$ cat src/rtl/dispatch_busytable_if.sv
// -----------------------------------------------------------------------------
// dispatch_busytable_if
//
// Purpose
//   One renamed-instruction channel with a valid/ready handshake. The same
//   interface type carries both the rename -> dispatch offer and the
//   dispatch -> issue-queue enqueue, so the fields line up one to one.
//
// Signals
//   valid        producer offers an instruction
//   ready        consumer accepts this cycle
//   prs1/prs2    physical source registers
//   prd          physical destination register
//   src1/2_is_reg  source is a register (otherwise imm/pc)
//   need_to_wb   instruction writes prd
//   robidx_flag  rob wrap flag
//   robidx       rob index
//   payload      opaque decoded fields, passed through unchanged
//   src1/2_state 1 = source still busy (only meaningful on the IQ side)
//
// Modports
//   master  drives valid and all fields, samples ready
//   slave   samples valid and the rename fields, drives ready
//           (the busy state is produced by dispatch, so the slave omits it)
// -----------------------------------------------------------------------------
interface dispatch_busytable_if #(
    parameter int PREG_W    = 6,
    parameter int ROB_LOG   = 6,
    parameter int PAYLOAD_W = 256
);
    logic                 valid;
    logic                 ready;
    logic [PREG_W-1:0]    prs1;
    logic [PREG_W-1:0]    prs2;
    logic [PREG_W-1:0]    prd;
    logic                 src1_is_reg;
    logic                 src2_is_reg;
    logic                 need_to_wb;
    logic                 robidx_flag;
    logic [ROB_LOG-1:0]   robidx;
    logic [PAYLOAD_W-1:0] payload;
    logic                 src1_state;
    logic                 src2_state;

    modport master (
        output valid, prs1, prs2, prd, src1_is_reg, src2_is_reg, need_to_wb,
               robidx_flag, robidx, payload, src1_state, src2_state,
        input  ready
    );

    modport slave (
        input  valid, prs1, prs2, prd, src1_is_reg, src2_is_reg, need_to_wb,
               robidx_flag, robidx, payload,
        output ready
    );
endinterface

$ cat src/rtl/dispatch_busytable.sv
// -----------------------------------------------------------------------------
// dispatch_busytable
//
// Purpose
//   Dispatch stage between rename and the in-order issue queue. Accepts one
//   renamed instruction per cycle, looks up source readiness in a physical
//   register busy table and presents the instruction to the IQ through a
//   one-entry registered output stage (full throughput with disp.ready=1).
//
//   The busy table is set when a writing instruction is captured and cleared
//   by the two writeback ports, which are the same events that wake the IQ.
//   Every lookup is bypassed against same-cycle writebacks and against the
//   producer currently sitting in the output stage, and a held entry keeps
//   watching writeback, so the state handed to the IQ never misses a wakeup.
//
// Ports
//   clock, reset_n        clock, asynchronous active-low reset
//   rn   (slave)          rename offer; rn.ready = ~flush & (~held | disp.ready)
//   disp (master)         IQ enqueue; registered copy of rn plus src states
//   wb0_*, wb1_*          writeback ports (valid, need_to_wb, prd)
//   flush_valid           redirect flush: squashes the held entry, blocks accept
//   perf_disp_cnt         (DISPATCH_PERF_CNT_EN) count of disp.valid & disp.ready
//   perf_iq_stall_cnt     (DISPATCH_PERF_CNT_EN) count of disp.valid & ~disp.ready
//
// Configuration
//   DISPATCH_PERF_CNT_EN  define to add the two 32-bit wrapping performance
//                         counters; they reset to 0 and ignore flush.
// -----------------------------------------------------------------------------
module dispatch_busytable #(
    parameter int PREG_W    = 6,
    parameter int ROB_LOG   = 6,
    parameter int PAYLOAD_W = 256
) (
    input  logic                  clock,
    input  logic                  reset_n,

    dispatch_busytable_if.slave   rn,
    dispatch_busytable_if.master  disp,

    input  logic                  wb0_valid,
    input  logic                  wb0_need_to_wb,
    input  logic [PREG_W-1:0]     wb0_prd,
    input  logic                  wb1_valid,
    input  logic                  wb1_need_to_wb,
    input  logic [PREG_W-1:0]     wb1_prd,

    input  logic                  flush_valid
`ifdef DISPATCH_PERF_CNT_EN
    ,
    output logic [31:0]           perf_disp_cnt,
    output logic [31:0]           perf_iq_stall_cnt
`endif
);

    localparam int NUM_PREG = 1 << PREG_W;

    // Everything the output stage holds for one instruction.
    typedef struct packed {
        logic [PREG_W-1:0]    prs1;
        logic [PREG_W-1:0]    prs2;
        logic [PREG_W-1:0]    prd;
        logic                 src1_is_reg;
        logic                 src2_is_reg;
        logic                 need_to_wb;
        logic                 robidx_flag;
        logic [ROB_LOG-1:0]   robidx;
        logic [PAYLOAD_W-1:0] payload;
        logic                 src1_state;
        logic                 src2_state;
    } entry_t;

    // -------------------------------------------------------------------------
    // State
    // -------------------------------------------------------------------------
    logic [NUM_PREG-1:0] busy_q;
    logic [NUM_PREG-1:0] busy_d;
    logic                disp_valid_q;
    logic                disp_valid_d;
    entry_t              entry_q;
    entry_t              entry_d;

    // -------------------------------------------------------------------------
    // Handshake
    // -------------------------------------------------------------------------
    logic accept;
    logic held;

    assign rn.ready = ~flush_valid & (~disp_valid_q | disp.ready);
    assign accept   = rn.valid & rn.ready;
    assign held     = disp_valid_q & ~disp.ready;

    // -------------------------------------------------------------------------
    // Busy table update masks
    // -------------------------------------------------------------------------
    // wb_clr doubles as the wb_hit() decode for every lookup below. Bit 0 is
    // forced low so preg 0 can never be woken or set.
    logic [NUM_PREG-1:0] wb_clr;
    logic [NUM_PREG-1:0] busy_set;

    // NOTE: every variable assigned in an always_comb gets a full default at
    // the top of the block, so no path can leave it unassigned (no latch).
    always_comb begin
        wb_clr = '0;
        if (wb0_valid & wb0_need_to_wb) wb_clr[wb0_prd] = 1'b1;
        if (wb1_valid & wb1_need_to_wb) wb_clr[wb1_prd] = 1'b1;
        wb_clr[0] = 1'b0;

        busy_set = '0;
        if (accept & rn.need_to_wb) busy_set[rn.prd] = 1'b1;
        busy_set[0] = 1'b0;

        // Set is OR-ed in last so a same-cycle set and clear on one preg
        // leaves it busy (the new producer owns it).
        busy_d = (busy_q & ~wb_clr) | busy_set;
    end

    // -------------------------------------------------------------------------
    // Source readiness lookup for the instruction being captured
    // -------------------------------------------------------------------------
    // When the held entry is a producer, the consumer behind it sees that preg
    // as busy regardless of the table: the producer's set is the value in
    // flight. A same-cycle writeback still overrides it.
    logic producer_fwd;
    logic src1_busy;
    logic src2_busy;
    logic src1_state_new;
    logic src2_state_new;

    assign producer_fwd = disp_valid_q & entry_q.need_to_wb;

    assign src1_busy = busy_q[rn.prs1] | (producer_fwd & (rn.prs1 == entry_q.prd));
    assign src2_busy = busy_q[rn.prs2] | (producer_fwd & (rn.prs2 == entry_q.prd));

    assign src1_state_new = rn.src1_is_reg & (rn.prs1 != '0) & src1_busy
                          & ~wb_clr[rn.prs1];
    assign src2_state_new = rn.src2_is_reg & (rn.prs2 != '0) & src2_busy
                          & ~wb_clr[rn.prs2];

    // -------------------------------------------------------------------------
    // Output stage next state
    // -------------------------------------------------------------------------
    always_comb begin
        entry_d      = entry_q;
        disp_valid_d = disp_valid_q;

        if (accept) begin
            entry_d.prs1        = rn.prs1;
            entry_d.prs2        = rn.prs2;
            entry_d.prd         = rn.prd;
            entry_d.src1_is_reg = rn.src1_is_reg;
            entry_d.src2_is_reg = rn.src2_is_reg;
            entry_d.need_to_wb  = rn.need_to_wb;
            entry_d.robidx_flag = rn.robidx_flag;
            entry_d.robidx      = rn.robidx;
            entry_d.payload     = rn.payload;
            entry_d.src1_state  = src1_state_new;
            entry_d.src2_state  = src2_state_new;
        end else if (held) begin
            // Waiting on the IQ: keep snooping writeback so the wakeup that
            // arrives meanwhile is not lost before enqueue.
            entry_d.src1_state = entry_q.src1_state & ~wb_clr[entry_q.prs1];
            entry_d.src2_state = entry_q.src2_state & ~wb_clr[entry_q.prs2];
        end

        // Flush dominates both a new accept (already blocked via rn.ready)
        // and an IQ handshake on the held entry.
        if (flush_valid) begin
            disp_valid_d = 1'b0;
        end else if (accept) begin
            disp_valid_d = 1'b1;
        end else if (disp.ready) begin
            disp_valid_d = 1'b0;
        end
    end

    // -------------------------------------------------------------------------
    // Registers
    // -------------------------------------------------------------------------
    // NOTE: sequential state is written with non-blocking assignments only, so
    // every flop samples the pre-edge value of every other flop.
    always_ff @(posedge clock or negedge reset_n) begin
        if (!reset_n) begin
            busy_q       <= '0;
            disp_valid_q <= 1'b0;
            entry_q      <= '0;
        end else begin
            busy_q       <= busy_d;
            disp_valid_q <= disp_valid_d;
            entry_q      <= entry_d;
        end
    end

    // -------------------------------------------------------------------------
    // Outputs
    // -------------------------------------------------------------------------
    assign disp.valid       = disp_valid_q;
    assign disp.prs1        = entry_q.prs1;
    assign disp.prs2        = entry_q.prs2;
    assign disp.prd         = entry_q.prd;
    assign disp.src1_is_reg = entry_q.src1_is_reg;
    assign disp.src2_is_reg = entry_q.src2_is_reg;
    assign disp.need_to_wb  = entry_q.need_to_wb;
    assign disp.robidx_flag = entry_q.robidx_flag;
    assign disp.robidx      = entry_q.robidx;
    assign disp.payload     = entry_q.payload;
    assign disp.src1_state  = entry_q.src1_state;
    assign disp.src2_state  = entry_q.src2_state;

`ifdef DISPATCH_PERF_CNT_EN
    // -------------------------------------------------------------------------
    // Performance counters (free-running, wrap at 2^32, unaffected by flush)
    // -------------------------------------------------------------------------
    logic [31:0] perf_disp_cnt_q;
    logic [31:0] perf_disp_cnt_d;
    logic [31:0] perf_iq_stall_cnt_q;
    logic [31:0] perf_iq_stall_cnt_d;

    always_comb begin
        perf_disp_cnt_d     = perf_disp_cnt_q     + {31'd0, disp_valid_q & disp.ready};
        perf_iq_stall_cnt_d = perf_iq_stall_cnt_q + {31'd0, held};
    end

    always_ff @(posedge clock or negedge reset_n) begin
        if (!reset_n) begin
            perf_disp_cnt_q     <= '0;
            perf_iq_stall_cnt_q <= '0;
        end else begin
            perf_disp_cnt_q     <= perf_disp_cnt_d;
            perf_iq_stall_cnt_q <= perf_iq_stall_cnt_d;
        end
    end

    assign perf_disp_cnt     = perf_disp_cnt_q;
    assign perf_iq_stall_cnt = perf_iq_stall_cnt_q;
`endif

endmodule
$ cat src/flat_wrapper.sv
// flat-port wrapper written by rule: the top's interface ports become plain ports
module dispatch_busytable_flat 
#(
    parameter int PREG_W    = 6,
    parameter int ROB_LOG   = 6,
    parameter int PAYLOAD_W = 256
)
  (clock, reset_n, wb0_valid, wb0_need_to_wb, wb0_prd, wb1_valid, wb1_need_to_wb, wb1_prd, flush_valid, rn_valid, rn_prs1, rn_prs2, rn_prd, rn_src1_is_reg, rn_src2_is_reg, rn_need_to_wb, rn_robidx_flag, rn_robidx, rn_payload, rn_ready, disp_valid, disp_prs1, disp_prs2, disp_prd, disp_src1_is_reg, disp_src2_is_reg, disp_need_to_wb, disp_robidx_flag, disp_robidx, disp_payload, disp_src1_state, disp_src2_state, disp_ready);
  dispatch_busytable_if #(.PREG_W(PREG_W), .ROB_LOG(ROB_LOG), .PAYLOAD_W(PAYLOAD_W)) rn_i ();
  dispatch_busytable_if #(.PREG_W(PREG_W), .ROB_LOG(ROB_LOG), .PAYLOAD_W(PAYLOAD_W)) disp_i ();
  input  logic clock;
  input  logic reset_n;
  input  logic wb0_valid;
  input  logic wb0_need_to_wb;
  input  logic [PREG_W-1:0] wb0_prd;
  input  logic wb1_valid;
  input  logic wb1_need_to_wb;
  input  logic [PREG_W-1:0] wb1_prd;
  input  logic flush_valid;
  input wire logic [$bits(rn_i.valid)-1:0] rn_valid;
  input wire logic [$bits(rn_i.prs1)-1:0] rn_prs1;
  input wire logic [$bits(rn_i.prs2)-1:0] rn_prs2;
  input wire logic [$bits(rn_i.prd)-1:0] rn_prd;
  input wire logic [$bits(rn_i.src1_is_reg)-1:0] rn_src1_is_reg;
  input wire logic [$bits(rn_i.src2_is_reg)-1:0] rn_src2_is_reg;
  input wire logic [$bits(rn_i.need_to_wb)-1:0] rn_need_to_wb;
  input wire logic [$bits(rn_i.robidx_flag)-1:0] rn_robidx_flag;
  input wire logic [$bits(rn_i.robidx)-1:0] rn_robidx;
  input wire logic [$bits(rn_i.payload)-1:0] rn_payload;
  output wire logic [$bits(rn_i.ready)-1:0] rn_ready;
  output wire logic [$bits(disp_i.valid)-1:0] disp_valid;
  output wire logic [$bits(disp_i.prs1)-1:0] disp_prs1;
  output wire logic [$bits(disp_i.prs2)-1:0] disp_prs2;
  output wire logic [$bits(disp_i.prd)-1:0] disp_prd;
  output wire logic [$bits(disp_i.src1_is_reg)-1:0] disp_src1_is_reg;
  output wire logic [$bits(disp_i.src2_is_reg)-1:0] disp_src2_is_reg;
  output wire logic [$bits(disp_i.need_to_wb)-1:0] disp_need_to_wb;
  output wire logic [$bits(disp_i.robidx_flag)-1:0] disp_robidx_flag;
  output wire logic [$bits(disp_i.robidx)-1:0] disp_robidx;
  output wire logic [$bits(disp_i.payload)-1:0] disp_payload;
  output wire logic [$bits(disp_i.src1_state)-1:0] disp_src1_state;
  output wire logic [$bits(disp_i.src2_state)-1:0] disp_src2_state;
  input wire logic [$bits(disp_i.ready)-1:0] disp_ready;
  assign rn_i.valid = rn_valid;
  assign rn_i.prs1 = rn_prs1;
  assign rn_i.prs2 = rn_prs2;
  assign rn_i.prd = rn_prd;
  assign rn_i.src1_is_reg = rn_src1_is_reg;
  assign rn_i.src2_is_reg = rn_src2_is_reg;
  assign rn_i.need_to_wb = rn_need_to_wb;
  assign rn_i.robidx_flag = rn_robidx_flag;
  assign rn_i.robidx = rn_robidx;
  assign rn_i.payload = rn_payload;
  assign rn_ready = rn_i.ready;
  assign disp_valid = disp_i.valid;
  assign disp_prs1 = disp_i.prs1;
  assign disp_prs2 = disp_i.prs2;
  assign disp_prd = disp_i.prd;
  assign disp_src1_is_reg = disp_i.src1_is_reg;
  assign disp_src2_is_reg = disp_i.src2_is_reg;
  assign disp_need_to_wb = disp_i.need_to_wb;
  assign disp_robidx_flag = disp_i.robidx_flag;
  assign disp_robidx = disp_i.robidx;
  assign disp_payload = disp_i.payload;
  assign disp_src1_state = disp_i.src1_state;
  assign disp_src2_state = disp_i.src2_state;
  assign disp_i.ready = disp_ready;
  dispatch_busytable #(.PREG_W(PREG_W), .ROB_LOG(ROB_LOG), .PAYLOAD_W(PAYLOAD_W)) u_core (.clock(clock), .reset_n(reset_n), .rn(rn_i), .disp(disp_i), .wb0_valid(wb0_valid), .wb0_need_to_wb(wb0_need_to_wb), .wb0_prd(wb0_prd), .wb1_valid(wb1_valid), .wb1_need_to_wb(wb1_need_to_wb), .wb1_prd(wb1_prd), .flush_valid(flush_valid));
endmodule
$ cat config.mk
export PLATFORM = sky130hd
export DESIGN_NAME = dispatch_busytable_flat
export DESIGN_NICKNAME = d
export VERILOG_FILES = /design/src/rtl/dispatch_busytable_if.sv /design/src/rtl/dispatch_busytable.sv /design/src/flat_wrapper.sv
export SDC_FILE = /design/constraint.sdc
export NUM_CORES = 1
export LEC_CHECK = 0
export CORE_MARGIN = 8
export CORE_UTILIZATION = 33
export DETAILED_ROUTE_END_ITERATION = 8
export PLACE_DENSITY = 0.72
export SYNTH_ARGS = -nofsm -noshare
export SYNTH_HDL_FRONTEND = slang
export SYNTH_SLANG_ARGS = --single-unit
$ cat constraint.sdc
create_clock -name clock -period 2.6 [get_ports clock]
set_input_delay 0.52 -clock clock [delete_from_list [all_inputs] [get_ports clock]]
set_output_delay 0.52 -clock clock [all_outputs]
set_load 0.03 [all_outputs]
# [After elaboration in Yosys (flattened, before gate mapping)]
# Cells that the tools add are included.
[word_totals] reg_bits=351 out_inout_bits=288 rom_bits=0 mem_bits_rw=0 inputBits=305 latch_bits=0 elab_cells=89 mem_count=0
[classes] n_shift=0 addsub=0 reduce_logical=7 eq_ne=2 div=0 n_lt_le_gt_ge=10 multipliers=0 n_bitwise=31 mux=26
[op_table] operator="two-way mux 64 bit" count=3
[op_table] operator="bitwise OR 64 bit" count=2
[op_table] operator="AND 64 bit" count=1
[op_table] operator="inverter 64 bit" count=1
[op_table] operator="< comparator 6 x 7 -> 1 bit (second input constant)" count=7
[op_table] operator="binary-select mux 1 bit (select 6 bit)" count=6
[op_table] operator="demux 1 bit (select 6 bit)" count=3
[op_table] operator="greater-or-equal comparator 6 x 1 -> 1 bit (second input constant)" count=3
[op_table] operator="AND 1 bit" count=17
[op_table] operator="equality test 6 bit" count=2
[op_table] operator="two-way mux 1 bit" count=12
[op_table] operator="nonzero test 6 bit" count=2
[op_table] operator="inverter 1 bit" count=7
[op_table] operator="two-way mux 2 bit" count=2
[op_table] operator="logical AND 1 bit" count=3
[op_table] operator="bitwise OR 1 bit" count=3
[op_table] operator="nonzero test 3 bit" count=1
[op_table] operator="nonzero test 2 bit" count=1

# [Longest topological paths before layout]
[depth] depth_word=13 mapped_depth=9 depth_no_buf=7

# [Worst setup path after synthesis]
# No wires, ideal clock.
[synth_timing] kind="input to register" start="input port wb0_prd[4]" end="register u_core.entry_q (netlist bit u_core.disp.src1_state)" stages=9 path_slack_ns=-0.248 path_buffers=2 required_ns=2.461 arrival_ns=2.709 path_cell_list="buf_2 > buf_2 > or4b_2 > o22ai_1 > mux2i_1 > a221oi_1 > a221oi_1 > a2111oi_2 > o32ai_1"
[synth_via] elab_chain_cells=13
[synth_lines] element="start, declared" line="flat_wrapper.sv:15" rtl="input logic [PREG_W-1:0] wb0_prd;"
[synth_lines] element="< comparator 6 x 7 -> 1 bit (not written as such) / greater-or-equal comparator 6 x 1 -> 1 bit (equally long branches)" line="dispatch_busytable.sv:104" rtl="if (wb0_valid & wb0_need_to_wb) wb_clr[wb0_prd] = 1'b1;"
[synth_lines] element="logical AND 1 bit (not written as such)" line="dispatch_busytable.sv:104"
[synth_lines] element="two-way mux 1 bit (not written as such)" line="dispatch_busytable.sv:104"
[synth_lines] element="demux 1 bit (select 6 bit) (*)"
[synth_lines] element="two-way mux 64 bit (*)" line="dispatch_busytable.sv:104"
[synth_lines] element="bitwise OR 64 bit (no source line)"
[synth_lines] element="two-way mux 64 bit (*)" line="dispatch_busytable.sv:105" rtl="if (wb1_valid & wb1_need_to_wb) wb_clr[wb1_prd] = 1'b1;"
[synth_lines] element="binary-select mux 1 bit (select 6 bit)" line="dispatch_busytable.sv:161" rtl="entry_d.src1_state = entry_q.src1_state & ~wb_clr[entry_q.prs1];"
[synth_lines] element="two-way mux 1 bit (not written as such)" line="dispatch_busytable.sv:161"
[synth_lines] element="inverter 1 bit" line="dispatch_busytable.sv:161"
[synth_lines] element="AND 1 bit" line="dispatch_busytable.sv:161"
[synth_lines] element="two-way mux 2 bit" line="dispatch_busytable.sv:158" rtl="end else if (held) begin"
[synth_lines] element="two-way mux 2 bit (*)" line="dispatch_busytable.sv:146" rtl="if (accept) begin"
[synth_lines] element="end signal, assigned" line="dispatch_busytable.sv:189" rtl="entry_q <= entry_d;"
[synth_lines] element="end, declared" line="dispatch_busytable.sv:79" rtl="entry_t entry_q;"
# Mark *: on every way between the ends. The rest lies on a longest branch, timed or not. The select of a mux whose other input is x is not followed.
# A chain may end at the register's enable or synchronous reset.

# [Final worst setup path]
[layout_timing] start="input port wb0_prd[0]" end="register u_core.entry_q (netlist bit u_core.disp.src1_state)"
# Same word-level chain as after synthesis.

==> results.tsv <==
stage	metric	value	unit
synth	ys_types	70	
timing	setup_ws	0.00754	ns
pwr	powerDensity	649	nW/um^2
cells_and_area	stdcell_area	28600	sq um
cells_and_area	area_delta_synth_final	59.3	%
routing	drt_wl_total	90400	um
synth	syn_inst	1952	
synth	syn_area_per_cell	9.20	sq um
outcome	outcome	complete, no violations	
timing	clock_skew	0.0235	ns
synth	synth_edf_count	0	
synth	ys_ff_latch	350	
setup_path	cp_cell_sequence	dlygate4sd2_1, bufbuf_16, or4_1, o22ai_1, mux2i_1, a221oi_1, a221oi_2, a2111oi_4, o32ai_1	
min_path	hold_class	in2async	
setup_path	cp_top_family	compound AO/OA/AOI/OAI gates	
run	maxCapViolCount	0	
routing	drc_errors	0	
clock_network	clk_latency	0.57	ns
synth	async_flop_share	100	%
place	place_ws	-1.07	ns
synth	synthTopCellsByCount	nand2_1 (880), dfrtp_1 (350), clkbuf_1 (97)	
floorplanning	dieArea	62100	sq um
global_route	grt_pass1_wl	132000	um
floorplanning	coreArea	53800	sq um
floorplanning	num_rows	85	
timing	fmax	0.386	GHz
floorplanning	fp.dieW	249	um
setup_path	crit_fanout	11	
place	hpwlAfterDp	70400	um
synth	synth_top_cell_by_area	dfrtp_1	
timing	tightest_slew	0.666	ns
timing	hold_slack	0.417	ns
clock_network	htree_levels	2	
setup_path	end_kind	flip-flop	
synth	synth_area	18000	sq um
routing	postRouteAntennaNets	0	
synth	synth_most_common_cell	nand2_1	
clock_network	clk_path_buf_depth	3	
cells_and_area	drive_gt1_share	18.4	%
cells_and_area	fillerInstances	4822	
global_route	grt.total_usage	27.9	%
floorplanning	die_h	249	um
global_route	grt_max_degree	88	
clock_network	cts_inserted_buffers	41	
clock_network	clkTransAtPathRegs	0.07	ns
setup_path	crit_type	in2reg	
timing	drv_slew	0	
floorplanning	ioPinCount	593	
setup_path	arrival	3.03	ns
setup_path	cp.required	3.04	ns
synth	yosys_most_used_dff	dfrtp_1	
routing	vias	19155	
synth	yosysTopAreaCellShare	48.8	%
timing	hold_viol	0	
pwr	peakVddDrop	490	uV
place	io_buffer_count	592	
routing	wl_per_cell	25.8	um
global_route	grt_pass1_vias	19416	
synth	ys_top_cells_by_area	dfrtp_1 (49%), nand2_1 (18%), mux4_2 (8.4%)	
synth	synthesis.nets	2257	
routing	dr.pass1.iters	6	
clock_network	cts.sinks	350	
cells_and_area	final_cells	3499	
routing	drtIter0Drc	2040	
timing	min_period	2.59	ns
clock_network	cts_tree	done	
setup_path	cp-start-kind	input port	
timing	fin_crit_sh	99.7	%
timing	slew_headroom	55.5	%
place	placed_cell_area	26800	sq um
routing	avgViaCountPerCell	5.47	
place	gp_congestion	1.04	
place	place_inst	3389	
cells_and_area	nNetsFinal	3058	
global_route	grt_remaining_overflow	0	
floorplanning	initial_core_util	33.4	%
setup_path	startpoint	wb0_prd[0]	
pwr	p_leak	13.1	nW
clock_network	clock-root-buffer	clkbuf_16	
global_route	antenna_found_initial	23	
synth	ys_seq_area_share	48.8	%
setup_path	crit_slowest_cell	or4_1	
setup_path	r2r_start	u_core.disp.valid	
setup_path	critPathBufInv	2	
setup_path	slowest_delay	0.62	ns
synth	yosys_warnings	0	
timing	rsz0062_at_grt	yes	
cells_and_area	largest_register_ffs	256	
timing	setup_violations	0	
[through the flow]
stage	util [%]	power, mW	TNS, ns
floorplan	-	9.47	-0.205
global placement	49.8	12.5	-3.90
detailed placement	49.8	12.6	-4.16
CTS	52.9	18.7	0
global route	53.1	19.3	-0.0382
finish	53.1	18.6	0
[repair_timing]
| item | 4_1_cts | 5_1_grt |
|---|---|---|
| resized for setup | 70 | 21 |
| pin swaps | 18 | 9 |
| hold buffers | 1 | 0 |
| setup buffers | 14 | 2 |
| gates cloned | 2 | 0 |
| setup endpoints to repair | 6 | 3 |
| endpoints found under the hold margin | 25 | 0 |
[worst reg2reg max path, cell delays in order, from the launching register on]
cell	delay (ns)
dfrtp_1	0.48
nor2b_1	0.19
nor2_1	0.12
and2_4	0.27
nand3b_1	0.25
nor2_1	0.60
a22o_1	0.31
[where the power goes]
group | total, mW | internal, mW | switching (mW)
clock network | 5.93 | 3.49 | 2.44
registers | 6.82 | 6.22 | 0.599
logic | 5.80 | 2.49 | 3.32
total | 18.6 | 12.2 | 6.36
[layout make-up]
cell class                 instances  area (sq um)  share of cell area (%)
sequential                       350          8770                    30.7
multi-input combinational       1429          8760                    30.6
timing repair buffer             897          8660                    30.3
clock buffer                      59          1190                    4.17
tap                              696           871                    3.05
clock inverter                    14           161                   0.565
inverter                          34           128                   0.446
antenna                           20          50.0                   0.175
[kinds of logic (layout without fill, tap and decap cells)]
logic type / Yosys count / in the layout / synth area share (%)
simple gates: 1066 / 1066 / 25.6
compound gates: 237 / 237 / 10.1
flops: 350 / 350 / 48.8
xor+xnor: 12 / 12 / 0.585
other cells: 0 / 20 / 0
buf+inv: 173 / 1004 / 3.81
mux: 114 / 114 / 11.1
[metal layers]
| metal | track usage (%) | share of wire, % | up-vias | routed length, um |
|---|---|---|---|---|
| li1 | - | - | 8331 | - |
| met1 | 31.8 | 36 | 9364 | 32400 |
| met2 | 46.9 | 49 | 1195 | 43900 |
| met3 | 9.21 | 11 | 263 | 9690 |
| met4 | 13.5 | 5.0 | 2 | 4490 |
| met5 | 0 | 0.011 | - | 10 |
[final timing paths]
check / end / slack (ns) / cells after the start
setup / recovery: u_core.disp.src1_state / 0.008 / 9
hold / removal: u_core.disp.prs1[4] / 0.42 / 2
setup reg to reg: u_core.busy_q[10] / 0.30 / 6
hold reg to reg: u_core.disp.payload[237] / 0.47 / 2
max in group asynchronous: u_core.disp.payload[105] / 1.29 / 4
min in group clock: u_core.disp.payload[237] / 0.47 / 2
[placed cells by master, fill, tap and decap left out, drive strengths merged, types with 6 or more instances in the layout]
cell and count:
a22o 40, clkbuf 62, dlygate4sd2 9, a2111oi 7
clkinv 7, nor2 41, o22ai 36, mux4 67
o21ai 29, nor3 14, a221oi 9, o211ai 7
nand4b 21, nor2b 10, diode 20, nand4 11
or4b 7, nand4bb 9, buf 310, inv 36
nand2b 9, o2111ai 6, or4bb 9, o221ai 11
mux2 14, a21oi 11, nand2 880, o22a 26
a22oi 11, clkdlybuf4s50 566, dfrtp 350, xor2 9
mux2i 33, nand3 12
(Power assumes the default switching activity.)
